File: src/rtl/store_merge_unit.sv
// -----------------------------------------------------------------------------
// store_merge_unit
//
// Purpose
//   Store path between the EX/MEM stage and a word-wide data memory that has no
//   byte enables. Word stores are written straight through. Byte and halfword
//   stores are done as read-modify-write: read the word, merge the new lane(s),
//   then write the whole word back. Little-endian lane numbering.
//
// Parameters
//   ADDR_W       byte-address width
//   RD_LAT       memory read latency in cycles (>= 1); mem_rd_o is held this long
//
// Ports
//   clk_i        clock, rising edge
//   rst_i        asynchronous reset, active-high
//   req_i        store request, accepted only while idle (busy_o = 0)
//   size_i       00 byte, 01 halfword, 10 word, 11 treated as word
//   addr_i       byte address of the store
//   wdata_i      right-justified store data
//   busy_o       high from the cycle after acceptance until idle again
//   done_o       one-cycle completion pulse
//   err_o        one-cycle pulse with done_o for a rejected (misaligned) store
//   mem_addr_o   word address to memory, low two bits always 0
//   mem_rd_o     memory read strobe
//   mem_rdata_i  memory read data
//   mem_we_o     memory write strobe, one cycle per store
//   mem_wdata_o  full word written
//
// Build option
//   STORE_MISALIGN_TRAP_EN
//     defined   : misaligned half/word stores skip memory and finish with err_o.
//     undefined : err_o is tied 0; offending low address bits are cleared and
//                 the store proceeds at the aligned location.
//
// FSM states
//   state   | meaning
//   IDLE    | waiting for req_i, request fields latched on acceptance
//   READ    | mem_rd_o asserted for RD_LAT cycles, merge captured on last edge
//   WRITE   | mem_we_o asserted with the merged (or full) word
//   DONE    | done_o pulse (and err_o for a trapped store), back to IDLE
// -----------------------------------------------------------------------------
module store_merge_unit #(
  parameter int ADDR_W = 32,
  parameter int RD_LAT = 1
) (
  input  logic              clk_i,
  input  logic              rst_i,
  input  logic              req_i,
  input  logic [1:0]        size_i,
  input  logic [ADDR_W-1:0] addr_i,
  input  logic [31:0]       wdata_i,
  output logic              busy_o,
  output logic              done_o,
  output logic              err_o,
  output logic [ADDR_W-1:0] mem_addr_o,
  output logic              mem_rd_o,
  input  logic [31:0]       mem_rdata_i,
  output logic              mem_we_o,
  output logic [31:0]       mem_wdata_o
);

  localparam logic [1:0] S_IDLE  = 2'd0;
  localparam logic [1:0] S_READ  = 2'd1;
  localparam logic [1:0] S_WRITE = 2'd2;
  localparam logic [1:0] S_DONE  = 2'd3;

  localparam logic [1:0] SZ_BYTE = 2'b00;
  localparam logic [1:0] SZ_HALF = 2'b01;

  // Read-wait down-counter: loaded with RD_LAT-1 on entry to READ, the merge
  // is captured on the edge where it reads zero.
  localparam int              CNT_W    = (RD_LAT > 1) ? $clog2(RD_LAT) : 1;
  localparam logic [CNT_W-1:0] CNT_LOAD = CNT_W'(RD_LAT - 1);

  logic [1:0]        r_state;
  logic [CNT_W-1:0]  r_cnt;
  logic [ADDR_W-1:0] r_addr;
  logic [1:0]        r_lane;
  logic              r_half;
  logic [15:0]       r_sdata;
  logic [31:0]       r_wdata;

  logic              w_is_word;
  logic              w_is_half;
  logic [1:0]        w_lane;
  logic [ADDR_W-1:0] w_req_addr;
  logic              w_trap;
  logic [31:0]       w_merged;

  // Request decode. Size 11 is handled as a word store.
  assign w_is_word  = size_i[1];
  assign w_is_half  = (size_i == SZ_HALF);
  assign w_req_addr = {addr_i[ADDR_W-1:2], 2'b00};

  // Lane select with alignment forced: a halfword always starts on an even
  // byte, a word always on lane 0. In the trapping build the forced value is
  // never used for a misaligned request because it never reaches memory.
  always_comb begin
    w_lane = 2'b00;
    if (size_i == SZ_BYTE) begin
      w_lane = addr_i[1:0];
    end else if (w_is_half) begin
      w_lane = {addr_i[1], 1'b0};
    end
  end

`ifdef STORE_MISALIGN_TRAP_EN
  logic w_misalign;
  logic r_err;

  assign w_misalign = (w_is_half & addr_i[0]) | (w_is_word & (addr_i[1:0] != 2'b00));
  assign w_trap     = w_misalign;
  assign err_o      = r_err;

  // r_err is set only on the IDLE->DONE trap transition and cleared when DONE
  // is left, so it is high for exactly the DONE cycle of a trapped store.
  always_ff @(posedge clk_i or posedge rst_i) begin
    if (rst_i) begin
      r_err <= 1'b0;
    end else if (r_state == S_IDLE) begin
      r_err <= req_i & w_misalign;
    end else if (r_state == S_DONE) begin
      r_err <= 1'b0;
    end
  end
`else
  assign w_trap = 1'b0;
  assign err_o  = 1'b0;
`endif

  // Merge the latched store lane(s) into the word being read back.
  always_comb begin
    w_merged = mem_rdata_i;
    if (r_half) begin
      w_merged[{r_lane[1], 4'b0000} +: 16] = r_sdata;
    end else begin
      w_merged[{r_lane, 3'b000} +: 8] = r_sdata[7:0];
    end
  end

  always_ff @(posedge clk_i or posedge rst_i) begin
    if (rst_i) begin
      r_state <= S_IDLE;
      r_cnt   <= '0;
      r_addr  <= '0;
      r_lane  <= 2'b00;
      r_half  <= 1'b0;
      r_sdata <= 16'h0000;
      r_wdata <= 32'h0000_0000;
    end else begin
      case (r_state)
        S_IDLE: begin
          if (req_i) begin
            r_addr  <= w_req_addr;
            r_lane  <= w_lane;
            r_half  <= w_is_half;
            r_sdata <= wdata_i[15:0];
            if (w_trap) begin
              r_state <= S_DONE;
            end else if (w_is_word) begin
              r_wdata <= wdata_i;
              r_state <= S_WRITE;
            end else begin
              r_cnt   <= CNT_LOAD;
              r_state <= S_READ;
            end
          end
        end
        S_READ: begin
          if (r_cnt == '0) begin
            r_wdata <= w_merged;
            r_state <= S_WRITE;
          end else begin
            r_cnt <= r_cnt - 1'b1;
          end
        end
        S_WRITE: begin
          r_state <= S_DONE;
        end
        S_DONE: begin
          r_state <= S_IDLE;
        end
        default: begin
          r_state <= S_IDLE;
        end
      endcase
    end
  end

  // Strobes decode straight from the state register, so they are mutually
  // exclusive and drop together with the state on reset.
  assign busy_o      = (r_state != S_IDLE);
  assign done_o      = (r_state == S_DONE);
  assign mem_rd_o    = (r_state == S_READ);
  assign mem_we_o    = (r_state == S_WRITE);
  assign mem_addr_o  = r_addr;
  assign mem_wdata_o = r_wdata;

endmodule
File: config.mk
export PLATFORM = sky130hd
export DESIGN_NAME = store_merge_unit
export DESIGN_NICKNAME = d
export VERILOG_FILES = /design/src/rtl/store_merge_unit.sv
export SDC_FILE = /design/constraint.sdc
export NUM_CORES = 1
export LEC_CHECK = 0
export BUFFER_PORTS_ARGS = -buffer_cell sky130_fd_sc_hd__buf_4
export CAP_MARGIN = 20
export CORE_MARGIN = 2
export CORE_UTILIZATION = 50
export CTS_CLUSTER_SIZE = 28
export DETAILED_ROUTE_END_ITERATION = 16
export PLACE_DENSITY = 0.81
export SETUP_SLACK_MARGIN = 0.5
export SLEW_MARGIN = 5
export SYNTH_ARGS = -nofsm -noshare
export SYNTH_HDL_FRONTEND = slang
export SYNTH_SLANG_ARGS = --single-unit
File: constraint.sdc
create_clock -name clk_i -period 3.02 [get_ports clk_i]
set_input_delay 0.453 -clock clk_i [delete_from_list [all_inputs] [get_ports clk_i]]
set_output_delay 0.453 -clock clk_i [all_outputs]
set_load 0.005 [all_outputs]
# [Word level (Yosys, flattened, before mapping)]
# Index checks and enable logic that the tools add are counted.
[totals] regBits=84 input_bits=101 out_inout_bits=69 word_cells=47
[op_classes] add_sub_neg=3 eq_ne=8 shifts=4 muxes=17 reduce_logical=8
[ops] operator="2-to-1 mux 32 bit" count=4
[ops] operator="bitwise mux 32 bit" count=2
[ops] operator="one-hot mux 32 bit (2 select lines)" count=1
[ops] operator="variable shift 16 x 7 -> 32 bit (first input constant)" count=1
[ops] operator="variable shift 8 x 7 -> 32 bit (first input constant)" count=1
[ops] operator="indexed part select 16 x 7 -> 32 bit" count=1
[ops] operator="indexed part select 8 x 7 -> 32 bit" count=1
[ops] operator="negation 5 -> 7 bit" count=2
[ops] operator="2-to-1 mux 2 bit" count=5
[ops] operator="inequality test 2 bit (second input constant)" count=4
[ops] operator="one-hot mux 2 bit (4 select lines)" count=1
[ops] operator="== test 2 x 1 -> 1 bit (second input constant)" count=2
[ops] operator="== test 2 bit (second input constant)" count=2
[ops] operator="logical NOT 2 bit" count=2
[ops] operator="AND reduction 2 bit" count=2
[ops] operator="AND reduction 4 bit" count=1
[ops] operator="nonzero test 2 bit" count=2
[ops] operator="2-to-1 mux 1 bit" count=3
[ops] operator="AND reduction 3 bit" count=1
[ops] operator="one-hot mux 1 bit (2 select lines)" count=1
[ops] operator="subtractor 1 bit (second input constant)" count=1

# [Depth between registers and ports, before layout]
# Gate-level depths: netlist of run 1.
[depth] word_depth=6 depth_mapped=9 ltp_nobuf=5

# [Worst setup path after synthesis of run 1]
# OpenSTA, ideal clock, no wires.
[synth_timing] kind="register -> register" start="register r_lane[1]" end="register r_wdata[0], in the netlist mem_wdata_o[0]" setup_time_ps=121 t_arrival_ps=1817 required_ps=2899 slack_ps=1083 stages_incl_launch_ff=10 path_buffers=4 synth_period_minus_slack_ps=1937 cell_sequence="dfrtp_1 buf_4 buf_4 inv_1 ha_1 buf_2 nor4bb_1 buf_2 a221o_1 a22o_1"
[synth_via] elab_chain_len=6 word_cells_on_any_way=11 classes_between="add/sub (2); shift (4); mux (5)"
[synth_lines] element="start: declaration" line_no="79" source="logic [1:0] r_lane;"
[synth_lines] element="start signal: assignment" line_no="156" source="r_lane <= w_lane;"
[synth_lines] element="negation 5 -> 7 bit (on tied branches)" line_no="136, 138"
[synth_lines] element="indexed part select 16 x 7 -> 32 bit (tied with other cells)" line_no="136" source="w_merged[{r_lane[1], 4'b0000} +: 16] = r_sdata;"
[synth_lines] element="bitwise mux 32 bit (on tied branches)" line_no="136, 138"
[synth_lines] element="2-to-1 mux 32 bit (*)" line_no="135" source="if (r_half) begin"
[synth_lines] element="2-to-1 mux 32 bit (*)" line_no="171" source="if (r_cnt == '0) begin"
[synth_lines] element="one-hot mux 32 bit (2 select lines) (*)" line_no="152" source="case (r_state)"
[synth_lines] element="end signal: assignment" line_no="162" source="r_wdata <= wdata_i;"
[synth_lines] element="end signal: assignment" line_no="172" source="r_wdata <= w_merged;"
[synth_lines] element="end: declaration" line_no="82" source="logic [31:0] r_wdata;"
# Every way passes the cells marked *; elsewhere a longest branch is shown, timed or not. The select of a mux whose other input is x is not followed.
# A chain may end at the register's enable or synchronous reset.

# [Final worst setup path of run 1]
[layout_timing] start="register r_state[1]" end="register r_wdata[31], in the netlist mem_wdata_o[31]"
[layout_via] elab_chain_len=3 word_cells_on_any_way=8 classes_between="eq/ne (4); mux (1); reduce/logical (3)"
[layout_lines] element="start: declaration" line_no="76" source="logic [1:0] r_state;"
[layout_lines] element="start signal: assignment" line_no="144" source="r_state <= S_IDLE;"
[layout_lines] element="start signal: assignment" line_no="160" source="r_state <= S_DONE;"
[layout_lines] element="start signal: assignment" line_no="163" source="r_state <= S_WRITE;"
[layout_lines] element="== test 2 x 1 -> 1 bit or logical NOT 2 bit (tied branches)" line_no="152"
[layout_lines] element="inequality test 2 bit (no source line) or nonzero test 2 bit (tied branches)"
[layout_lines] element="AND reduction 4 bit (no source line)"
# Several ways; a longest one is shown, not always the timed one.

==> results of run 1 <==
## worst paths after layout
path                                                to  slack (ns)  depth (start not counted)
max                        mem_wdata_o[31]$_DFFE_PP0P_        0.70                          7
min                         mem_addr_o[20]$_DFFE_PP0P_        0.20                          3
max reg2reg                mem_wdata_o[31]$_DFFE_PP0P_        0.70                          7
min reg2reg                mem_wdata_o[23]$_DFFE_PP0P_        0.51                          1
max in group asynchronous        r_lane[1]$_DFFE_PP0P_        2.48                          3
min in group clk_i               r_lane[0]$_DFFE_PP0P_        0.30                          2
## cells by family (layout without fill, tap and decap cells)
kind of cell | Yosys count | after routing | synth area share, %
AO/OA/AOI/OAI | 136 | 136 | 22.3
flip-flops | 83 | 83 | 45.4
multiplexers | 78 | 78 | 18.3
buffers and inverters | 73 | 228 | 8.01
AND/OR/NAND/NOR | 25 | 25 | 3.47
adder cells (fa/ha/maj) | 9 | 9 | 2.46
other | 1 | 3 | 0.0819
## synth_stat cells (all sizes together), types with 2 or more instances
cell / instances
a211oi: 32
a21oi: 33
a221o: 8
a22o: 33
buf: 34
clkbuf: 7
dfrtp: 83
ha: 9
inv: 32
mux2: 46
mux2i: 32
nand2: 4
nand2b: 12
nand4bb: 2
o21ai: 3
o221ai: 24
## state kept, by name, indices dropped and copies added, names as in the netlist
name and cells:
mem_addr_o 30, r_half 1, r_sdata 16, r_lane 2, r_state 2, mem_wdata_o 32
## stage by stage
step                      area [um^2]  setup WS [ns]
after floorplan                  4590           1.08
after global placement           5850          0.876
after detailed placement         5850          0.787
after CTS                        6060          0.777
after global routing             6060          0.559
final                            6060          0.699
## per-layer routing
layer	global-route usage, %	wire length, um	up-vias
met4	7.80	128	0
met2	42.9	6380	217
li1	-	-	1828
met3	7.03	1220	13
met1	33.8	5210	1902
met5	0	0	-
## power groups by stage
stage | clock (mW) | sequential, mW | combinational (mW)
6_report | 0.861 | 2.18 | 3.21
3_3_place_gp | 0 | 2.16 | 3.08
5_1_grt | 0.925 | 2.24 | 3.49
4_1_cts | 0.864 | 2.17 | 3.21
3_5_place_dp | 0 | 2.18 | 3.22
2_1_floorplan | 0 | 2.06 | 2.01
## final cells by class
class                      instances  share of cell area (%)
inverter                          32                    2.04
tap                              108                    2.23
multi-input combinational        251                    35.5
clock inverter                     6                    1.18
timing repair buffer             180                    22.5
sequential                        83                    34.3
clock buffer                      10                    2.27
## worst register-to-register path, delay by kind of cell, from the launching register on
kind	cells	cell delay [ns]
AOI/OAI and AO/OA	2	0.84
adders and majority gates	1	0.16
buffers and inverters	4	0.83
DFF	1	0.43
## cell usage in the layout (no fill, tap or decap)
master	synthesis	final
nand2_2	0	1
inv_1	32	31
nand4b_1	1	1
ha_1	9	9
a21oi_1	33	32
nor3_1	1	1
dfrtp_1	83	82
nor2_1	1	1
clkinvlp_4	0	3
a211oi_1	32	32
nand2b_1	12	12
a31oi_1	1	1
conb_1	1	3
a21oi_2	0	1
nand4bb_1	2	2
buf_12	0	1
mux2_2	46	46
nand2_1	4	3
and2_1	1	1
dfrtp_2	0	1
bufinv_16	0	1
o21ai_0	3	3
nor4bb_1	1	1
clkbuf_8	0	10
o221ai_1	24	24
buf_4	9	179
a22o_1	33	33
nor2b_1	1	1
inv_6	0	3
mux2i_1	32	32
a21boi_2	0	1
o211ai_1	1	1
a221o_1	8	8
and3_1	1	1
==> results by group, run 1 <==
Timing
  • Setup violation total in the final timing report: 0
  • Worst Tran Pin Value: between 0.7 and 0.8 ns
  • Final total negative setup slack: 0 ns
  • Headroom to the max-slew limit: 47.6%
  • Final count of hold timing violations: 0
  • Highest achievable clock rate: 0.431 GHz
  • Clk_skew: just under 0.007 ns
  • Min cycle time layout: around 2.3 ns
  • Fraction of the cycle the final worst path needs: roughly 77%
  • Worst Hold Slack: 0.199 ns
  • Max-slew violation count: 0
  • Setup repair after global routing missed its margin: no

Worst setup path
  • Type of element capturing the critical path: register
  • Combined buffer and inverter count along the critical path: 4
  • Startpoint of the worst register-to-register path: r_state[1]$_DFFE_PP0P_
  • Critical path's largest stage delay: roughly 0.65 ns
  • Required @ worst endpoint: 3.32 ns
  • Cells along the critical path: inv_1, ha_1, buf_4, inv_1, a21oi_2, buf_4, a22o_1
  • Worst path arrival time: approximately 2.6 ns
  • Setup crit start kind: register
  • Slowest cell on the critical path: a21oi_2
  • Launching instance or port of the critical path: r_state[1]$_DFFE_PP0P_
  • Largest delay share family, worst path: compound AO/OA/AOI/OAI gates
  • Max Fanout on Critical Path: 19
  • Critical path class: register to register

Yosys
  • Total standard cell area after synthesis: roughly 0.0046 mm^2
  • Post-synth EDFFs: 0
  • Synth area leader: dfrtp_1
  • Synthesis Warnings: 0
  • Share of synthesized flip-flops with an asynchronous set or reset: between 90% and 100%
  • Post-synthesis cell type count: 32
  • Number of storage elements in the synthesis netlist: 83
  • Top post-synthesis cells by area: dfrtp_1 45%, mux2_2 11%, mux2i_1 7.0%
  • Portion of synthesized cell area occupied by the leading cell type: ~45%
  • Proportion of synthesized chip area in sequential cells: between 40% and 50%
  • Syn_area_per_cell: 11.3 um^2
  • Cell count after synthesis: 405
  • Top flip-flop cell by instance count after synthesis: dfrtp_1

Placement
  • IO buf count: between 150 and 200
  • Number of cells in the design after placement: between 600 and 700
  • Routability Congestion: ~0.8
  • Half-perimeter wire length after placement: roughly 9500 um

Global routing
  • Overall fraction of global-route tracks in use: 26.1%
  • Antenna violations before repair: 0
  • Total overflow reported by the global router: 0
  • Number of global-route vias before repair: 4069
  • Maximum number of pins on one net before global-route repair: 84
  • Wire length of the first global-routing pass: 20300 um

Drt
  • Initial DRC count: around 230
  • Total number of vias: ~4000
  • Total detailed-routing wirelength: between 10000 and 15000 um
  • Routed len/inst: ~19 um
  • Via/cell ratio: 5.91
  • Detailed-routing iteration count for the pre-antenna-repair pass: 5
  • Count of nets left with antenna violations after detail routing: 0
  • DRC violation count after routing: 0

Outcome
  • Outcome: finished clean

Power and ir drop
  • Internal Power: between 3 and 4 mW
  • Seq pwr share: a little over a third
  • LEAKAGE: 2.75 nW
  • Power share of the combinational group: approximately half
  • Total net switching power: around 2.4 mW
  • Maximum vdd drop: approximately 0.52 mV
  • Clk pwr share: ~14%
  • Switching power as a share of total power: a little under two fifths
  • PwrDens: roughly 1000 mW/mm^2
  • Final total power: between 6 and 7 mW

Clock network
  • Clock buffer depth: 2
  • Post CTS Setup Buffer Count: 0
  • Num CTS Buffers: 9
  • Clock slew at reported path FFs: about 0.09 ns
  • Total of cells resized after clock tree synthesis: 0
  • Depth of the CTS H-tree: 3
  • Number of sinks driven by the clock tree: just over 80
  • Clk_lat worst skew: about 0.37 ns
  • CTS Hold Buffers Added: 0
  • Clock tree root buffer cell: clkbuf_8
  • CTS tree: yes

Final layout
  • Diodes inserted: 0
  • Footprint of the multi-input gates: roughly 0.0022 mm^2
  • Non-filler instance count after layout: 670
  • Area growth from synthesis to final layout: 32.4%
  • Fraction of final layout cells sized beyond drive strength 1: between 40% and 50%
  • Area used by sequential logic in the layout: approximately 0.0021 mm^2
  • Share of the core filled with cells: between 60 and 70%
  • Final-layout fill cell count: 671
  • Net count, final: ~670

Floorplanning
  • Area enclosed by the die boundary: approximately 0.0099 mm^2
  • Vertical die dimension: approximately 100 um
  • Number of core rows: 34
  • Core footprint: approximately 0.009 mm^2
  • Horizontal extent of the die: between 90 and 100 um
  • Initial core utilization: between 50 and 60%
  • Number of top-level design ports: 170

Hold path
  • Hold crit path type: input pin to async pin

Job
  • Count of maximum capacitance violations: 0
No activity file was read; power rests on OpenSTA's default activity.
==> run 2, diff against run 1 <==
--- a/config.mk
+++ b/config.mk
@@ -8,10 +8,10 @@
 export BUFFER_PORTS_ARGS = -buffer_cell sky130_fd_sc_hd__buf_4
 export CAP_MARGIN = 20
 export CORE_MARGIN = 2
-export CORE_UTILIZATION = 50
+export CORE_UTILIZATION = 45
 export CTS_CLUSTER_SIZE = 28
 export DETAILED_ROUTE_END_ITERATION = 16
-export PLACE_DENSITY = 0.81
+export PLACE_DENSITY = 0.77
 export SETUP_SLACK_MARGIN = 0.5
 export SLEW_MARGIN = 5
 export SYNTH_ARGS = -nofsm -noshare
==> constraint.sdc (replaced) <==
create_clock -name clk_i -period 2.1 [get_ports clk_i]
set_input_delay 0.315 -clock clk_i [delete_from_list [all_inputs] [get_ports clk_i]]
set_output_delay 0.315 -clock clk_i [all_outputs]
set_load 0.005 [all_outputs]
==> results by group, run 2 (synthesis results as in run 1) <==
Outcome
  • Outcome: finished clean

Placement
  • Routability Congestion: 0.835
  • Worst slack, placed: around 0.28 ns
  • Number of cells in the design after placement: roughly 700
  • Half-perimeter wire length after placement: 10100 um
  • Placed cell areas: around 0.0060 mm^2
  • IO buf count: between 150 and 200

Timing
  • Setup repair after global routing missed its margin: yes
  • Highest achievable clock rate: around 0.62 GHz
  • Fraction of the cycle the final worst path needs: 76.2%
  • Final total negative setup slack: 0 ns
  • Min cycle time layout: 1.60 ns
  • Worst Hold Slack: 0.192 ns
  • Min setup slack post-route: between 0.4 and 0.5 ns
  • Clk_skew: roughly 0.013 ns
  • Final count of hold timing violations: 0
  • Max-slew violation count: 0
  • Setup violation total in the final timing report: 0

Worst setup path
  • Setup crit start kind: register
  • Required @ worst endpoint: about 2.3 ns
  • Worst path arrival time: 1.84 ns
  • Type of element capturing the critical path: register
  • Slowest cell on the critical path: dfrtp_2
  • Max Fanout on Critical Path: 8
  • Critical path class: register to register
  • FF-to-FF setup slack: around 0.50 ns
  • Combined buffer and inverter count along the critical path: 2
  • Critical path's largest stage delay: around 0.43 ns
  • Largest delay share family, worst path: flip-flops
  • Cells along the critical path: buf_4, ha_1, nand4bb_1, buf_6, o221ai_2, a22o_1

Power and ir drop
  • Total net switching power: around 3.6 mW
  • Seq pwr share: between 30% and 40%
  • Maximum vdd drop: between 0.7 and 0.8 mV
  • Power share of the combinational group: 55.8%
  • Clk pwr share: between 10% and 20%
  • Internal Power: roughly 6 mW
  • Switching power as a share of total power: 37.5%
  • Final total power: ~9.7 mW
  • PwrDens: ~1500 mW/mm^2
  • LEAKAGE: 2.89 nW

Drt
  • Via/cell ratio: 5.79
  • Total number of vias: roughly 4100
  • Detailed-routing iteration count for the pre-antenna-repair pass: 5
  • Total detailed-routing wirelength: roughly 14000 um
  • Initial DRC count: 250
  • Routed len/inst: 19.9 um
  • DRC violation count after routing: 0
  • Count of nets left with antenna violations after detail routing: 0

Global routing
  • Number of global-route vias before repair: around 4400
  • Wire length of the first global-routing pass: roughly 22000 um
  • Antenna violations before repair: 0
  • Maximum number of pins on one net before global-route repair: 53
  • Overall fraction of global-route tracks in use: 25.1%
  • Total overflow reported by the global router: 0

Job
  • Count of maximum capacitance violations: 0

Floorplanning
  • Initial core utilization: 46.6%
  • Number of core rows: 36
  • Horizontal extent of the die: ~100 um
  • Vertical die dimension: ~100 um
  • Core footprint: approximately 0.0098 mm^2
  • Number of top-level design ports: 170
  • Area enclosed by the die boundary: 0.0110 mm^2

Final layout
  • Final-layout fill cell count: just under 800
  • Net count, final: about 690
  • Most frequent standard cell in the layout excluding fill and tap cells: buf_4
  • Fraction of final layout cells sized beyond drive strength 1: between 50% and 60%
  • Area growth from synthesis to final layout: 41.9%
  • Diodes inserted: 0
  • Highest-count cells in the layout ignoring fill and taps: 185 x buf_4, 80 x dfrtp_1, 46 x mux2_2
  • Share of the core filled with cells: 66.1%
  • Max FFs per register: 32
  • Non-filler instance count after layout: 712
  • Summed area of non-filler cells in the final layout: approximately 0.0065 mm^2

Clock network
  • Num CTS Buffers: 9
  • Depth of the CTS H-tree: 3
  • Number of sinks driven by the clock tree: a little over 80
  • CTS tree: yes
  • Clk_lat worst skew: ~0.35 ns
  • Clock slew at reported path FFs: approximately 0.09 ns
  • Clock buffer depth: 2
  • Clock tree root buffer cell: clkbuf_8

Hold path
  • Hold crit path type: input pin to register
## run 2: path summary, 6_finish.rpt
path                                                 start                     endpoint  cells past startpoint
worst min-delay path                             addr_i[2]    mem_addr_o[2]$_DFFE_PP0P_                      2
min in group asynchronous                            rst_i  mem_wdata_o[16]$_DFFE_PP0P_                      3
worst min register to register  mem_addr_o[28]$_DFFE_PP0P_   mem_addr_o[28]$_DFFE_PP0P_                      1
worst max register to register       r_lane[1]$_DFFE_PP0P_  mem_wdata_o[27]$_DFFE_PP0P_                      6
worst max-delay path                 r_lane[1]$_DFFE_PP0P_  mem_wdata_o[27]$_DFFE_PP0P_                      6
max in group asynchronous                            rst_i   mem_addr_o[17]$_DFFE_PP0P_                      4
## run 2: power by group through the flow
stage	clock (mW)	combinational [mW]	sequential, mW
after floorplan	0	3.03	2.96
after global placement	0	4.74	3.05
after detailed placement	0	4.91	3.09
after CTS	1.26	5.12	3.03
after global routing	1.34	5.80	3.14
final	1.24	5.40	3.05
## run 2: metal layers
metal | wire length, um | part of all wire [%] | vias up | track usage (%)
met5 | 0 | 0 | - | 0
met4 | 441 | 3.1 | 0 | 11.7
li1 | - | - | 1863 | -
met2 | 7230 | 51 | 196 | 42.9
met3 | 886 | 6.2 | 37 | 3.68
met1 | 5640 | 40 | 2029 | 31.2
## run 2: cell type report
class                      instances  area, um^2  share of cell area (%)
multi-input combinational        251        2310                    35.6
sequential                        83        2080                    32.0
timing repair buffer             199        1610                    24.7
tap                              133         166                    2.56
inverter                          32         126                    1.95
clock buffer                       9         124                    1.91
clock inverter                     5        80.1                    1.23
## run 2: worst reg2reg max path: stages (launching register included)
cell and delay (ns):
dfrtp_2 0.43, buf_4 0.19, ha_1 0.21, nand4bb_1 0.13, buf_6 0.18, o221ai_2 0.11
a22o_1 0.25
## run 2: what timing repair did
action | in CTS | in global routing
pin swaps | 2 | 10
hold buffers | 1 | 0
buffers inserted | 7 | 1
gates resized for setup | 15 | 23
endpoints found under the hold margin | 15 | 0
gates cloned | 0 | 2
setup endpoints to repair | 81 | 41
==> run 3, diff against run 2 <==
==> constraint.sdc (replaced) <==
create_clock -name clk_i -period 1.3 [get_ports clk_i]
set_input_delay 0.195 -clock clk_i [delete_from_list [all_inputs] [get_ports clk_i]]
set_output_delay 0.195 -clock clk_i [all_outputs]
set_load 0.005 [all_outputs]
==> results by group, run 3 (synthesis results as in run 1) <==
Timing
  • Highest achievable clock rate: approximately 0.59 GHz
  • Fraction of the cycle the final worst path needs: 130%
  • Setup violation total in the final timing report: 86
  • Final count of hold timing violations: 83
  • Setup repair after global routing missed its margin: yes
  • Worst Hold Slack: -0.0528 ns
  • Min cycle time layout: about 1.7 ns
  • Max-slew violation count: 0
  • Clk_skew: 0.0171 ns
  • Min setup slack post-route: -0.387 ns

Global routing
  • Antenna violations before repair: 0
  • Overall fraction of global-route tracks in use: 30.3%
  • Maximum number of pins on one net before global-route repair: 84
  • Total overflow reported by the global router: 0
  • Wire length of the first global-routing pass: 26300 um
  • Number of global-route vias before repair: between 4000 and 5000

Power and ir drop
  • Seq pwr share: around a quarter
  • PwrDens: roughly 2600 mW/mm^2
  • Total net switching power: 7.98 mW
  • Switching power as a share of total power: 38.1%
  • Clk pwr share: ~9%
  • Power share of the combinational group: 65.9%
  • Maximum vdd drop: ~1.9 mV
  • Internal Power: between 10 and 15 mW
  • Final total power: 21.0 mW
  • LEAKAGE: 3.72 nW

Hold path
  • Hold crit path type: input pin to async pin

Final layout
  • Summed area of non-filler cells in the final layout: 0.00809 mm^2
  • Max FFs per register: 32
  • Area growth from synthesis to final layout: 76.6%
  • Fraction of final layout cells sized beyond drive strength 1: between 60 and 70%
  • Net count, final: between 700 and 800
  • Highest-count cells in the layout ignoring fill and taps: 165 x buf_4, 86 x buf_6, 82 x dfrtp_1
  • Diodes inserted: 0
  • Most frequent standard cell in the layout excluding fill and tap cells: buf_4

Worst setup path
  • Cell mode on critical path: buf_6
  • Critical path's largest stage delay: 0.44 ns
  • Critical path class: register to register
  • Required @ worst endpoint: 1.59 ns
  • Combined buffer and inverter count along the critical path: 3
  • Largest delay share family, worst path: flip-flops
  • Setup crit start kind: register
  • Cells along the critical path: inv_4, ha_4, buf_6, nand4bb_4, buf_6, o221ai_4, a22o_1
  • Slowest cell on the critical path: dfrtp_2
  • Max Fanout on Critical Path: 4
  • Type of element capturing the critical path: register
  • Worst path arrival time: roughly 2 ns

Clock network
  • Clock buffer depth: 2
  • Depth of the CTS H-tree: 3
  • Clock tree root buffer cell: clkbuf_8
  • Num CTS Buffers: 9
  • Clk_lat worst skew: between 0.3 and 0.4 ns
  • Number of sinks driven by the clock tree: 83
  • Clock slew at reported path FFs: approximately 0.10 ns
  • CTS tree: yes

Placement
  • Placed cell areas: between 0.006 and 0.007 mm^2
  • Half-perimeter wire length after placement: ~10000 um
  • Routability Congestion: between 0.8 and 0.9
  • IO buf count: between 150 and 200

Drt
  • Total number of vias: 4774
  • Total detailed-routing wirelength: approximately 18000 um
  • Initial DRC count: roughly 370
  • Count of nets left with antenna violations after detail routing: 0
  • Routed len/inst: 23.3 um
  • Detailed-routing iteration count for the pre-antenna-repair pass: 5
  • Via/cell ratio: roughly 6.1
  • DRC violation count after routing: 0

Floorplanning
  • Number of top-level design ports: 170
  • Vertical die dimension: about 100 um
  • Area enclosed by the die boundary: 0.0110 mm^2
  • Initial core utilization: a little under half
  • Number of core rows: 36
  • Horizontal extent of the die: around 100 um
  • Core footprint: between 0.009 and 0.01 mm^2

Outcome
  • Outcome: finished with violations
  • Failing checks: negative hold slack, negative setup slack

Job
  • Count of maximum capacitance violations: 0
[run 3: routing by layer]
layer | share of wire (%) | global-route usage [%]
met5 | 0 | 0
met4 | 4.2 | 11.8
met3 | 8.1 | 6.11
met2 | 51 | 51.7
met1 | 37 | 37.6
[run 3: cell type report]
| class | instances | area, um^2 |
|---|---|---|
| Clock buffer | 9 | 124 |
| Clock inverter | 7 | 63.8 |
| Fill cell | 510 | 1730 |
| Inverter | 32 | 129 |
| Multi-Input combinational cell | 251 | 2820 |
| Sequential cell | 83 | 2080 |
| Tap cell | 133 | 166 |
| Timing Repair Buffer | 274 | 2700 |
[run 3: worst reg2reg max path, cell delays in order, from the launching register on]
cell and delay [ns]:
dfrtp_2 0.44, inv_4 0.09, ha_4 0.22, buf_6 0.12, nand4bb_4 0.21, buf_6 0.17, o221ai_4 0.16, a22o_1 0.22
[run 3: what timing repair did]
action,CTS,global route
pin swaps,19,17
gates resized for setup,130,53
gates cloned,5,0
buffers inserted,34,31
endpoints found under the setup margin,149,149
hold endpoints to repair,83,20
[run 3: worst paths after layout]
| kind | from | endpoint | slack (ns) | depth (start not counted) |
|---|---|---|---|---|
| worst max-delay path | r_lane[1]$_DFFE_PP0P_ | mem_wdata_o[27]$_DFFE_PP0P_ | -0.39 | 7 |
| worst min-delay path | rst_i | mem_wdata_o[17]$_DFFE_PP0P_ | -0.05 | 3 |
| worst max register to register | r_lane[1]$_DFFE_PP0P_ | mem_wdata_o[27]$_DFFE_PP0P_ | -0.39 | 7 |
| worst min register to register | mem_wdata_o[17]$_DFFE_PP0P_ | mem_wdata_o[17]$_DFFE_PP0P_ | 0.54 | 1 |
| max in group asynchronous | rst_i | r_lane[1]$_DFFE_PP0P_ | 0.97 | 3 |
| min in group clk_i | addr_i[5] | mem_addr_o[5]$_DFFE_PP0P_ | 0.04 | 2 |
[run 3: through the flow]
stage	setup TNS [ns]	worst slack, ns	util (%)	cells
6_report	-22.23	-0.387	82.4	789
4_1_cts	-18.64	-0.284	77.2	758
3_5_place_dp	-20.02	-0.468	65.9	703
3_3_place_gp	-17.46	-0.350	65.9	703
2_1_floorplan	-18.84	-0.504	-	407
5_1_grt	-26.19	-0.405	82.4	789
[run 3: power groups by stage]
| stage | combinational (mW) | clock, mW | sequential (mW) |
|---|---|---|---|
| 2_1_floorplan | 5.62 | 0 | 4.82 |
| 3_3_place_gp | 9.10 | 0 | 4.94 |
| 6_report | 13.8 | 1.87 | 5.27 |
| 5_1_grt | 14.5 | 1.98 | 5.36 |
| 4_1_cts | 12.0 | 1.83 | 5.12 |
| 3_5_place_dp | 9.43 | 0 | 4.99 |
